**config.mk**
```make
export PLATFORM = sky130hd
export DESIGN_NAME = spi_master_shifter
export DESIGN_NICKNAME = d
export VERILOG_FILES = /design/src/rtl/spi_master_shifter.sv
export SDC_FILE = /design/constraint.sdc
export NUM_CORES = 1
export LEC_CHECK = 0
export CAP_MARGIN = 10
export CORE_ASPECT_RATIO = 0.6
export CORE_MARGIN = 1.5
export CORE_UTILIZATION = 45
export DETAILED_ROUTE_END_ITERATION = 7
export PLACE_DENSITY = 0.7
export SYNTH_ARGS = -nofsm -noshare
export SYNTH_HDL_FRONTEND = slang
export SYNTH_SLANG_ARGS = --single-unit
```
**constraint.sdc**
```tcl
create_clock -name clk -period 3.05 [get_ports clk]
set_clock_uncertainty 0.15 [all_clocks]
set_input_delay 0.305 -clock clk [delete_from_list [all_inputs] [get_ports clk]]
set_output_delay 0.305 -clock clk [all_outputs]
set_load 0.005 [all_outputs]
```
**src/rtl/spi_master_shifter.sv**
```systemverilog
// SPI mode-0 master serializer/deserializer.
// Accepts a rising edge of go_transfer while idle, shifts one full-duplex frame
// of DATA_WIDTH bits with an SCLK half-period of CLK_DIV clk cycles, then
// returns the captured word and drops data_pack_ready to mark it valid.
// Optional build macro: SPI_LSB_FIRST_EN selects LSB-first shifting in both
// directions; when undefined the frame is MSB-first.
module spi_master_shifter #(
    parameter int DATA_WIDTH = 32,
    parameter int CLK_DIV    = 4
) (
    input  logic                  clk,
    input  logic                  reset,
    input  logic                  go_transfer,
    input  logic [DATA_WIDTH-1:0] data_write_to_spi,
    output logic [DATA_WIDTH-1:0] data_read_from_spi,
    output logic                  data_pack_ready,
    output logic                  spi_sclk,
    output logic                  spi_mosi,
    input  logic                  spi_miso,
    output logic                  spi_cs_n
);

    localparam int CNT_W = (CLK_DIV > 1) ? $clog2(CLK_DIV) : 1;
    localparam int BIT_W = (DATA_WIDTH > 1) ? $clog2(DATA_WIDTH) : 1;
    localparam logic [CNT_W-1:0] DIV_LAST = CNT_W'(CLK_DIV - 1);
    localparam logic [BIT_W-1:0] BIT_LAST = BIT_W'(DATA_WIDTH - 1);

    typedef enum logic [2:0] {
        IDLE     = 3'd0,
        CS_SETUP = 3'd1,
        SHIFT    = 3'd2,
        CS_HOLD  = 3'd3,
        GAP      = 3'd4
    } state_t;

    state_t                  state_r, state_s;
    logic                    go_d_r;
    logic [CNT_W-1:0]        div_cnt_r, div_cnt_s;
    logic [BIT_W-1:0]        bit_cnt_r, bit_cnt_s;
    logic [DATA_WIDTH-1:0]   tx_shift_r, tx_shift_s;
    logic [DATA_WIDTH-1:0]   rx_shift_r, rx_shift_s;
    logic [DATA_WIDTH-1:0]   rd_data_r, rd_data_s;
    logic                    dpr_r, dpr_s;
    logic                    sclk_r, sclk_s;
    logic                    cs_n_r, cs_n_s;
    logic                    start_s;
    logic                    tc_s;

    // Move the transmit register on by one bit; the outgoing bit sits at the
    // end that drives MOSI, and vacated positions fill with zero.
    function automatic logic [DATA_WIDTH-1:0] tx_advance(input logic [DATA_WIDTH-1:0] v);
`ifdef SPI_LSB_FIRST_EN
        return {1'b0, v[DATA_WIDTH-1:1]};
`else
        return {v[DATA_WIDTH-2:0], 1'b0};
`endif
    endfunction

    // Insert one sampled MISO bit so the first received bit ends at the same
    // significance the first transmitted bit came from.
    function automatic logic [DATA_WIDTH-1:0] rx_insert(input logic [DATA_WIDTH-1:0] v,
                                                        input logic b);
`ifdef SPI_LSB_FIRST_EN
        return {b, v[DATA_WIDTH-1:1]};
`else
        return {v[DATA_WIDTH-2:0], b};
`endif
    endfunction

    assign start_s = (state_r == IDLE) && go_transfer && !go_d_r;
    assign tc_s    = (div_cnt_r == DIV_LAST);

    // MOSI is taken straight from the shift register so it is always a flop output.
`ifdef SPI_LSB_FIRST_EN
    assign spi_mosi = tx_shift_r[0];
`else
    assign spi_mosi = tx_shift_r[DATA_WIDTH-1];
`endif

    assign data_read_from_spi = rd_data_r;
    assign data_pack_ready    = dpr_r;
    assign spi_sclk           = sclk_r;
    assign spi_cs_n           = cs_n_r;

    // Next-state and next-output logic for the frame sequencer.
    always_comb begin
        state_s    = state_r;
        bit_cnt_s  = bit_cnt_r;
        tx_shift_s = tx_shift_r;
        rx_shift_s = rx_shift_r;
        rd_data_s  = rd_data_r;
        dpr_s      = dpr_r;
        sclk_s     = sclk_r;
        cs_n_s     = cs_n_r;

        // One shared divider paces CS setup, every SCLK half-period, CS hold and the gap.
        if (state_r == IDLE) begin
            div_cnt_s = '0;
        end else if (tc_s) begin
            div_cnt_s = '0;
        end else begin
            div_cnt_s = div_cnt_r + CNT_W'(1'b1);
        end

        case (state_r)
            IDLE: begin
                if (start_s) begin
                    tx_shift_s = data_write_to_spi;
                    rx_shift_s = '0;
                    bit_cnt_s  = '0;
                    sclk_s     = 1'b0;
                    cs_n_s     = 1'b0;
                    dpr_s      = 1'b1;
                    state_s    = CS_SETUP;
                end else begin
                    state_s    = IDLE;
                end
            end
            CS_SETUP: begin
                // End of CS setup coincides with the first SCLK rise.
                if (tc_s) begin
                    sclk_s     = 1'b1;
                    rx_shift_s = rx_insert(rx_shift_r, spi_miso);
                    state_s    = SHIFT;
                end else begin
                    state_s    = CS_SETUP;
                end
            end
            SHIFT: begin
                if (!tc_s) begin
                    state_s = SHIFT;
                end else if (!sclk_r) begin
                    sclk_s     = 1'b1;
                    rx_shift_s = rx_insert(rx_shift_r, spi_miso);
                end else begin
                    sclk_s = 1'b0;
                    if (bit_cnt_r == BIT_LAST) begin
                        bit_cnt_s = '0;
                        state_s   = CS_HOLD;
                    end else begin
                        bit_cnt_s  = bit_cnt_r + BIT_W'(1'b1);
                        tx_shift_s = tx_advance(tx_shift_r);
                    end
                end
            end
            CS_HOLD: begin
                if (tc_s) begin
                    cs_n_s     = 1'b1;
                    tx_shift_s = '0;
                    rd_data_s  = rx_shift_r;
                    dpr_s      = 1'b0;
                    state_s    = GAP;
                end else begin
                    state_s    = CS_HOLD;
                end
            end
            GAP: begin
                if (tc_s) begin
                    state_s = IDLE;
                end else begin
                    state_s = GAP;
                end
            end
            default: begin
                state_s    = IDLE;
                bit_cnt_s  = '0;
                tx_shift_s = '0;
                sclk_s     = 1'b0;
                cs_n_s     = 1'b1;
                dpr_s      = 1'b0;
            end
        endcase
    end

    // State and output registers; reset returns the bus to idle immediately.
    always_ff @(posedge clk or posedge reset) begin
        if (reset) begin
            state_r    <= IDLE;
            go_d_r     <= 1'b0;
            div_cnt_r  <= '0;
            bit_cnt_r  <= '0;
            tx_shift_r <= '0;
            rx_shift_r <= '0;
            rd_data_r  <= '0;
            dpr_r      <= 1'b0;
            sclk_r     <= 1'b0;
            cs_n_r     <= 1'b1;
        end else begin
            state_r    <= state_s;
            go_d_r     <= go_transfer;
            div_cnt_r  <= div_cnt_s;
            bit_cnt_r  <= bit_cnt_s;
            tx_shift_r <= tx_shift_s;
            rx_shift_r <= rx_shift_s;
            rd_data_r  <= rd_data_s;
            dpr_r      <= dpr_s;
            sclk_r     <= sclk_s;
            cs_n_r     <= cs_n_s;
        end
    end

endmodule

```
==> results.cfg, run 1 <==
[setup_path]
r2r-start = state_r[2]
critPathMaxFanout = 13
cp-start-kind = flip-flop
path_class = reg2reg
r2r-end = bit_cnt_r[1]
rr_worst_depth = 3
r2r_slack_ns = 0.64
end_kind = flip-flop
worstPathArrival_ns = 2.49
critPathRequiredTime_ns = 3.12
crit_end = bit_cnt_r[1]
crit_start = state_r[2]

[floorplanning]
die-area_um2 = 12240
ios = 72
core_area_um2 = 11300
die_h_um = 86.31
die_w_um = 141.8
start_util = 0.4607
row_count = 30

[layout]
drive_above_1_share = 0.1380
seqCellArea_um2 = 2755
postLayoutCoreUtil = 0.5652
finish.instance_area_um2 = 6386
fin_cells = 689
num_antenna_cells = 0
nNetsFinal = 564
fillers = 926
area_growth_pct = 22.69
multi_input_comb_area_um2 = 2187

[synth]
synth_seq_area_share = 0.5291
ys_types = 38
synthArstFlopShare = 1.000
synth_top_flop_cell = dfrtp_1
syn_inst = 469
synth_fp_nets = 508
synth_seq_cells = 110
yosys_warnings = 0
avgSynthCellArea_um2 = 11.10
syn_area_um2 = 5205
synth_enable_flop_cells = 0

[timing]
final.min_clock_period_ns = 2.414
setup_viol = 0
fmax_ghz = 0.4143
final-hold-violation-count = 0
setup-tns-final_ns = 0
slew_violations = 0
worst_pin_slew_ns = 0.7760
slew_headroom = 0.4827
post-route-period-util = 0.7914
rsz0062_at_grt = false

[power_and_ir_drop]
power_frac_clock = 0.199
p_switching_uw = 2014
pwr-share-seq = 0.395
power_frac_comb = 0.406
p_sw_frac = 0.3661
power.leakage_uw = 0.002780
intPower_uw = 3487
peakVddDrop_mv = 0.4070
power_density_nw_per_um2 = 861.4

[route]
post_drt_wl_per_cell_um = 16.34
num_vias = 3840
ant_nets = 0
avgViaCountPerCell = 5.573
drt_iter0_markers = 292
drt-total-wl_um = 11260
first_pass_iters = 5
drc = 0

[global_routing]
grt_pass1_vias = 3885
grt.total_usage = 0.1958
grt_pass1_wl_um = 19210
gr-usage-met2 = 0.3024
antenna_found_initial = 0
grt_use_met3 = 0.04807
grtUsageMet1 = 0.2774
busiest_layer = met2
grt_max_degree = 70
grt_overflow = 0

[place]
routabilityCongestion = 0.7430
hpwl_um = 7173
placement.io_buffers = 71
placed_cells = 674
post_dp_cell_area_um2 = 6111

[clocking]
cts_buffer_depth = 2
clk_latency_ns = 0.34
path_clk_slew_ns = 0.07
numClockSinks = 110
ctsHoldBuffers = 0
cts_buffers = 9
htree_levels = 3
root_buffer = clkbuf_16
post_cts_buffers = 0
cts_tree = built
cts_resized = 0

[run]
cap_viol_max_count = 0

[status]
status = finished clean

[min_path]
hold_class = in2async
## per-stage QoR
stage	hold slack, ns	power [µW]	setup WS, ns
floorplan	0.1864	3601	0.6789
global placement	0.2739	4341	0.5318
detailed placement	0.2865	4439	0.4720
CTS	0.2830	5539	0.6609
global route	0.3031	5847	0.5272
finish	0.2620	5501	0.6361
## synth_stat cells, types with 6 or more instances
library cell  instances  area, µm²
dfrtp_1             109       2728
nand3_1              68      340.3
mux2i_1              64      640.6
nand2_1              37      138.9
inv_1                35      131.4
mux2_2               34      382.9
o221ai_1             31      271.5
clkbuf_1             24      90.09
buf_2                 8      40.04
nor2_1                6      22.52
nor2b_1               6      37.54
## state kept, by name, summed over array words and instances, names as in the netlist
register,count
go_d_r,1
spi_sclk,1
data_pack_ready,1
data_read_from_spi,32
div_cnt_r,2
bit_cnt_r,5
rx_shift_r,32
spi_cs_n,1
tx_shift_r,32
state_r,3
## layer usage
metal	up-vias	wire, µm
li1	1787	-
met1	1938	5368
met2	99	5218
met3	16	544
met4	0	129
met5	-	0
## power groups by stage
| stage | Clock [µW] | Sequential [µW] | Combinational, µW |
|---|---|---|---|
| after global placement | 0 | 2170 | 2170 |
| after floorplan | 0 | 2030 | 1570 |
| after CTS | 1120 | 2170 | 2250 |
| final | 1100 | 2170 | 2230 |
| after detailed placement | 0 | 2190 | 2250 |
| after global routing | 1180 | 2230 | 2430 |
## critical path: stages (launching register included)
cell      delay, ns
dfrtp_1        0.55
or3b_1         0.47
a222oi_1       0.71
mux2_2         0.41
## layout make-up
cell class	instances	area share
sequential	110	0.4314
inverter	35	0.02116
tap	160	0.03135
clock inverter	4	0.003527
clock buffer	11	0.03958
multi-input combinational	285	0.3425
timing repair buffer	84	0.1305
## worst min-delay path by stage
stage	from	end	slack, ns
floorplan	go_transfer	go_d_r	0.19
global placement	div_cnt_r[0]	div_cnt_r[0]	0.27
detailed placement	div_cnt_r[0]	div_cnt_r[0]	0.29
CTS	reset	data_read_from_spi[3]	0.28
global route	reset	data_read_from_spi[3]	0.30
finish	reset	data_read_from_spi[3]	0.26
## cells in the final DEF, fill, tap and decap left out, drive strengths merged, types with 3 or more instances in the layout
master,count
and3,4
buf,13
clkbuf,11
clkdlybuf4s50,71
clkinv,3
dfrtp,109
ha,3
inv,34
mux2,34
mux2i,64
nand2,37
nand2b,3
nand3,68
nor2,6
nor2b,6
o221ai,31
or3b,3
## cells by family after synthesis
group / synth area share
compound gates: 0.08294
xor+xnor: 0.003366
fa+ha+maj: 0.007212
buf+inv: 0.05745
flops: 0.5291
mux: 0.1966
simple gates: 0.1233
Power figures use the tool's default switching activity.
==> run 2, diff against run 1 <==
PLACE_DENSITY = 0.68   (was 0.7)
clock period = 2.23 ns   (was 3.05 ns; I/O delays follow)
==> results.cfg, run 2 (synthesis results as in run 1) <==
[global_routing]
grt_pass1_vias = 3948
grt_overflow = 0
antenna_found_initial = 0
grt.total_usage = 0.2061
grt_max_degree = 69
grt_pass1_wl_um = 19980

[setup_path]
critPathMaxFanout = 8
crit_slowest_cell = dfrtp_1
crit_chain = ha_2 -> and3_4 -> ha_4 -> nand2b_4 -> a221oi_4 -> buf_6 -> clkbuf_16 -> o221ai_1
critPathMaxStageDelay_ns = 0.40
worstPathArrival_ns = 2.21
critPathRequiredTime_ns = 2.29
r2r-end = tx_shift_r[20]
end_kind = flip-flop
rr_worst_depth = 8
cp-start-kind = flip-flop
r2r_slack_ns = 0.09
path_class = reg2reg
r2r-start = bit_cnt_r[0]

[place]
placement.io_buffers = 71
hpwl_um = 7593
placed_cells = 681
routabilityCongestion = 0.7490

[timing]
setup_viol = 0
fmax_ghz = 0.4663
post-route-period-util = 0.9617
slew_headroom = 0.5820
rsz0062_at_grt = false
worst_pin_slew_ns = 0.6269
slew_violations = 0
final-hold-violation-count = 0
final.min_clock_period_ns = 2.145
setup-tns-final_ns = 0

[route]
post_drt_wl_per_cell_um = 17.54
drt-total-wl_um = 12310
first_pass_iters = 4
drt_iter0_markers = 291
drc = 0
num_vias = 3900
ant_nets = 0
avgViaCountPerCell = 5.556

[run]
cap_viol_max_count = 0

[power_and_ir_drop]
power_density_nw_per_um2 = 1218
peakVddDrop_mv = 0.7364
power.leakage_uw = 0.002887

[layout]
fin_cells = 702
area_growth_pct = 27.57
num_antenna_cells = 0
mostFrequentLayoutCells = dfrtp_1 (108), clkdlybuf4s50_1 (71), nand3_1 (67)
nNetsFinal = 576
fillers = 953
drive_above_1_share = 0.1697
layout_commonest_cell = dfrtp_1

[floorplanning]
ios = 72
die_h_um = 86.31
die_w_um = 141.8
die-area_um2 = 12240
row_count = 30
core_area_um2 = 11300
start_util = 0.4607

[clocking]
cts_buffer_depth = 2
root_buffer = clkbuf_16
clk_latency_ns = 0.35
htree_levels = 3
cts_tree = built
path_clk_slew_ns = 0.07
cts_buffers = 9
numClockSinks = 110

[min_path]
hold_class = in2async

[status]
status = finished clean
-- run 2: what timing repair did --
action	in CTS	in global routing
gates resized for setup	4	4
gates cloned	1	2
pin swaps	1	1
hold buffers	0	0
setup endpoints to repair	3	32
buffers inserted	1	1
-- run 2: worst max path at each step --
stage	from	to	slack (ns)	cells after the start
2_1_floorplan	bit_cnt_r[0]	tx_shift_r[1]	0.03	7
3_3_place_gp	go_transfer	rx_shift_r[4]	-0.02	5
3_5_place_dp	go_transfer	rx_shift_r[3]	-0.09	5
4_1_cts	bit_cnt_r[0]	tx_shift_r[22]	0.05	8
5_1_grt	bit_cnt_r[1]	tx_shift_r[13]	0.003	8
6_report	bit_cnt_r[0]	tx_shift_r[20]	0.09	8
-- run 2: report_power, final --
group          internal [µW]  switching, µW
registers               2490            369
clock network            795            735
logic                   1840           1870
-- run 2: cell type report --
cell class,count,area [µm²],area share
sequential,110,2755,0.4149
multi-input combinational,285,2235,0.3365
timing repair buffer,96,1032,0.1555
clock buffer,10,239.0,0.03599
tap,160,200.2,0.03015
inverter,35,135.1,0.02035
clock inverter,6,43.79,0.006595
-- run 2: through the flow --
stage	worst slack (ns)	utilization	hold WS (ns)	power [µW]	area [µm²]
final	0.08547	0.5877	0.09854	8090	6640
after floorplan	0.03460	-	0.1044	4947	5223
after CTS	0.04645	0.5804	0.1064	7934	6558
after global placement	-0.02203	0.5509	0.2770	6083	6225
after detailed placement	-0.09360	0.5509	0.3088	6217	6225
after global routing	0.002539	0.5877	0.1223	8544	6640
-- run 2: critical path: cells and delay by family (launching register included) --
kind | cells | cell delay (ns)
buffers and inverters | 2 | 0.37
AO/OA/AOI/OAI | 2 | 0.38
adder cells (fa/ha/maj) | 2 | 0.37
flip-flops | 1 | 0.40
AND/OR/NAND/NOR | 2 | 0.34
-- run 2: metal layers --
layer | track usage | vias to the layer above | wire [µm]
met5 | 0 | - | 0
met4 | 0.05061 | 0 | 112
met3 | 0.05470 | 12 | 633
met2 | 0.3220 | 101 | 5659
met1 | 0.2891 | 1972 | 5904
li1 | - | 1815 | -
==> run 3, diff against run 2 <==
--- a/config.mk
+++ b/config.mk
@@ -8,5 +8,5 @@
 export CAP_MARGIN = 10
 export CORE_ASPECT_RATIO = 0.6
-export CORE_MARGIN = 1.5
+export CORE_MARGIN = 5
 export CORE_UTILIZATION = 45
 export DETAILED_ROUTE_END_ITERATION = 7
--- a/constraint.sdc
+++ b/constraint.sdc
@@ -3,3 +3,3 @@
 set_input_delay 0.223 -clock clk [delete_from_list [all_inputs] [get_ports clk]]
 set_output_delay 0.223 -clock clk [all_outputs]
-set_load 0.005 [all_outputs]
+set_load 0.1 [all_outputs]
==> results.cfg, run 3 (synthesis results as in run 1) <==
[status]
status = finished clean

[global_routing]
antenna_found_initial = 0
grt_pass1_wl_um = 20170
gr-usage-met2 = 0.2603
busiest_layer = met2
grt_max_degree = 69
grt.total_usage = 0.1789
grt_pass1_vias = 3909
grt_use_met3 = 0.06053
grtUsageMet1 = 0.2569
grt_overflow = 0

[floorplanning]
row_count = 30
die_w_um = 148.8
core_area_um2 = 11300
die-area_um2 = 13890
start_util = 0.4607
die_h_um = 93.31
ios = 72

[route]
num_vias = 3789
drt-total-wl_um = 11790
ant_nets = 0
drc = 0
avgViaCountPerCell = 5.436
post_drt_wl_per_cell_um = 16.92
first_pass_iters = 6
drt_iter0_markers = 274

[setup_path]
critPathMaxFanout = 16
end_kind = flip-flop
cp-start-kind = flip-flop
critPathRequiredTime_ns = 2.30
path_class = reg2reg
worstPathArrival_ns = 2.19

[layout]
num_antenna_cells = 0
area_growth_pct = 25.14
fillers = 902
layout_commonest_cell = dfrtp_1
multi_input_comb_area_um2 = 2241
mostFrequentLayoutCells = dfrtp_1 (107), nand3_1 (67), mux2i_1 (64)
nNetsFinal = 571
seqCellArea_um2 = 2756
drive_above_1_share = 0.2328
fin_cells = 697

[clocking]
cts_tree = built
numClockSinks = 110
path_clk_slew_ns = 0.07
cts_buffers = 9
htree_levels = 3
cts_buffer_depth = 2
ctsHoldBuffers = 0
clk_latency_ns = 0.35
root_buffer = clkbuf_16

[timing]
holdWs_ns = 0.03886
final-hold-violation-count = 0
slew_violations = 0
worst_pin_slew_ns = 0.6087
rsz0062_at_grt = false
post-route-period-util = 0.9507
slew_headroom = 0.5942
final.min_clock_period_ns = 2.120
fmax_ghz = 0.4717
setup-tns-final_ns = 0
setup_viol = 0

[power_and_ir_drop]
power_uw = 9545
peakVddDrop_mv = 0.7285
power_density_nw_per_um2 = 1465
power.leakage_uw = 0.002928

[place]
placed_cells = 679
placement.io_buffers = 71
routabilityCongestion = 0.8174
hpwl_um = 7394

[run]
cap_viol_max_count = 0

[min_path]
hold_class = in2async
==> run 3: cell types whose count changed in the layout (fill, tap and decap cells not counted), sizes merged <==
| cell | previous run | this run |
|---|---|---|
| clkdlybuf4s50 | 71 | 35 |
| buf | 23 | 55 |
| clkbuf | 12 | 9 |
| bufbuf | 0 | 1 |
| bufinv | 0 | 1 |
| clkinvlp | 2 | 3 |
| inv | 36 | 35 |
==> run 3: metal layers <==
layer,part of all wire,vias to the layer above
met5,0,-
met4,0.0072,0
met3,0.059,6
met2,0.45,85
met1,0.48,1888
li1,-,1810
==> run 3: power breakdown <==
part           internal [µW]  switching, µW
registers               2490            373
logic                   1650           3410
clock network            874            750
==> run 3: final cells by class <==
cell class / count / area share
sequential: 110 / 0.4232
clock buffer: 9 / 0.03458
clock inverter: 7 / 0.01114
multi-input combinational: 285 / 0.3440
inverter: 35 / 0.02075
tap: 160 / 0.03073
timing repair buffer: 91 / 0.1356
==> run 3: worst paths after layout <==
check	start	endpoint	slack [ns]	cells past startpoint
hold reg to reg	div_cnt_r[0]	div_cnt_r[0]	0.29	1
setup reg to reg	bit_cnt_r[0]	tx_shift_r[12]	0.11	7
hold / removal	reset	data_read_from_spi[26]	0.04	2
min in group clk	go_transfer	go_d_r	0.24	1
setup / recovery	bit_cnt_r[0]	tx_shift_r[12]	0.11	7
max in group asynchronous	reset	rx_shift_r[14]	1.29	3
==> run 3: worst max-delay path, stage by stage (launching register included) <==
cell and delay [ns]:
dfrtp_1 0.39, ha_2 0.20, and3_4 0.19, ha_4 0.18, nand2b_4 0.15, a221oi_4 0.26
bufbuf_16 0.34, o221ai_1 0.13
==> run 3: timing repair <==
| item | 4_1_cts | 5_1_grt |
|---|---|---|
| endpoints found under the setup margin | 9 | 33 |
| setup buffers | 1 | 0 |
| cloned | 1 | 0 |
| gates resized for setup | 2 | 5 |
| pin swaps | 0 | 0 |
==> run 3: per-stage QoR <==
| step | setup WS (ns) | utilization | instance area (µm²) |
|---|---|---|---|
| floorplan | 0.02886 | - | 5224 |
| global placement | -0.007549 | 0.5429 | 6133 |
| detailed placement | -0.08120 | 0.5429 | 6133 |
| CTS | 0.01845 | 0.5736 | 6481 |
| global route | 0.02597 | 0.5765 | 6514 |
| finish | 0.1099 | 0.5765 | 6514 |
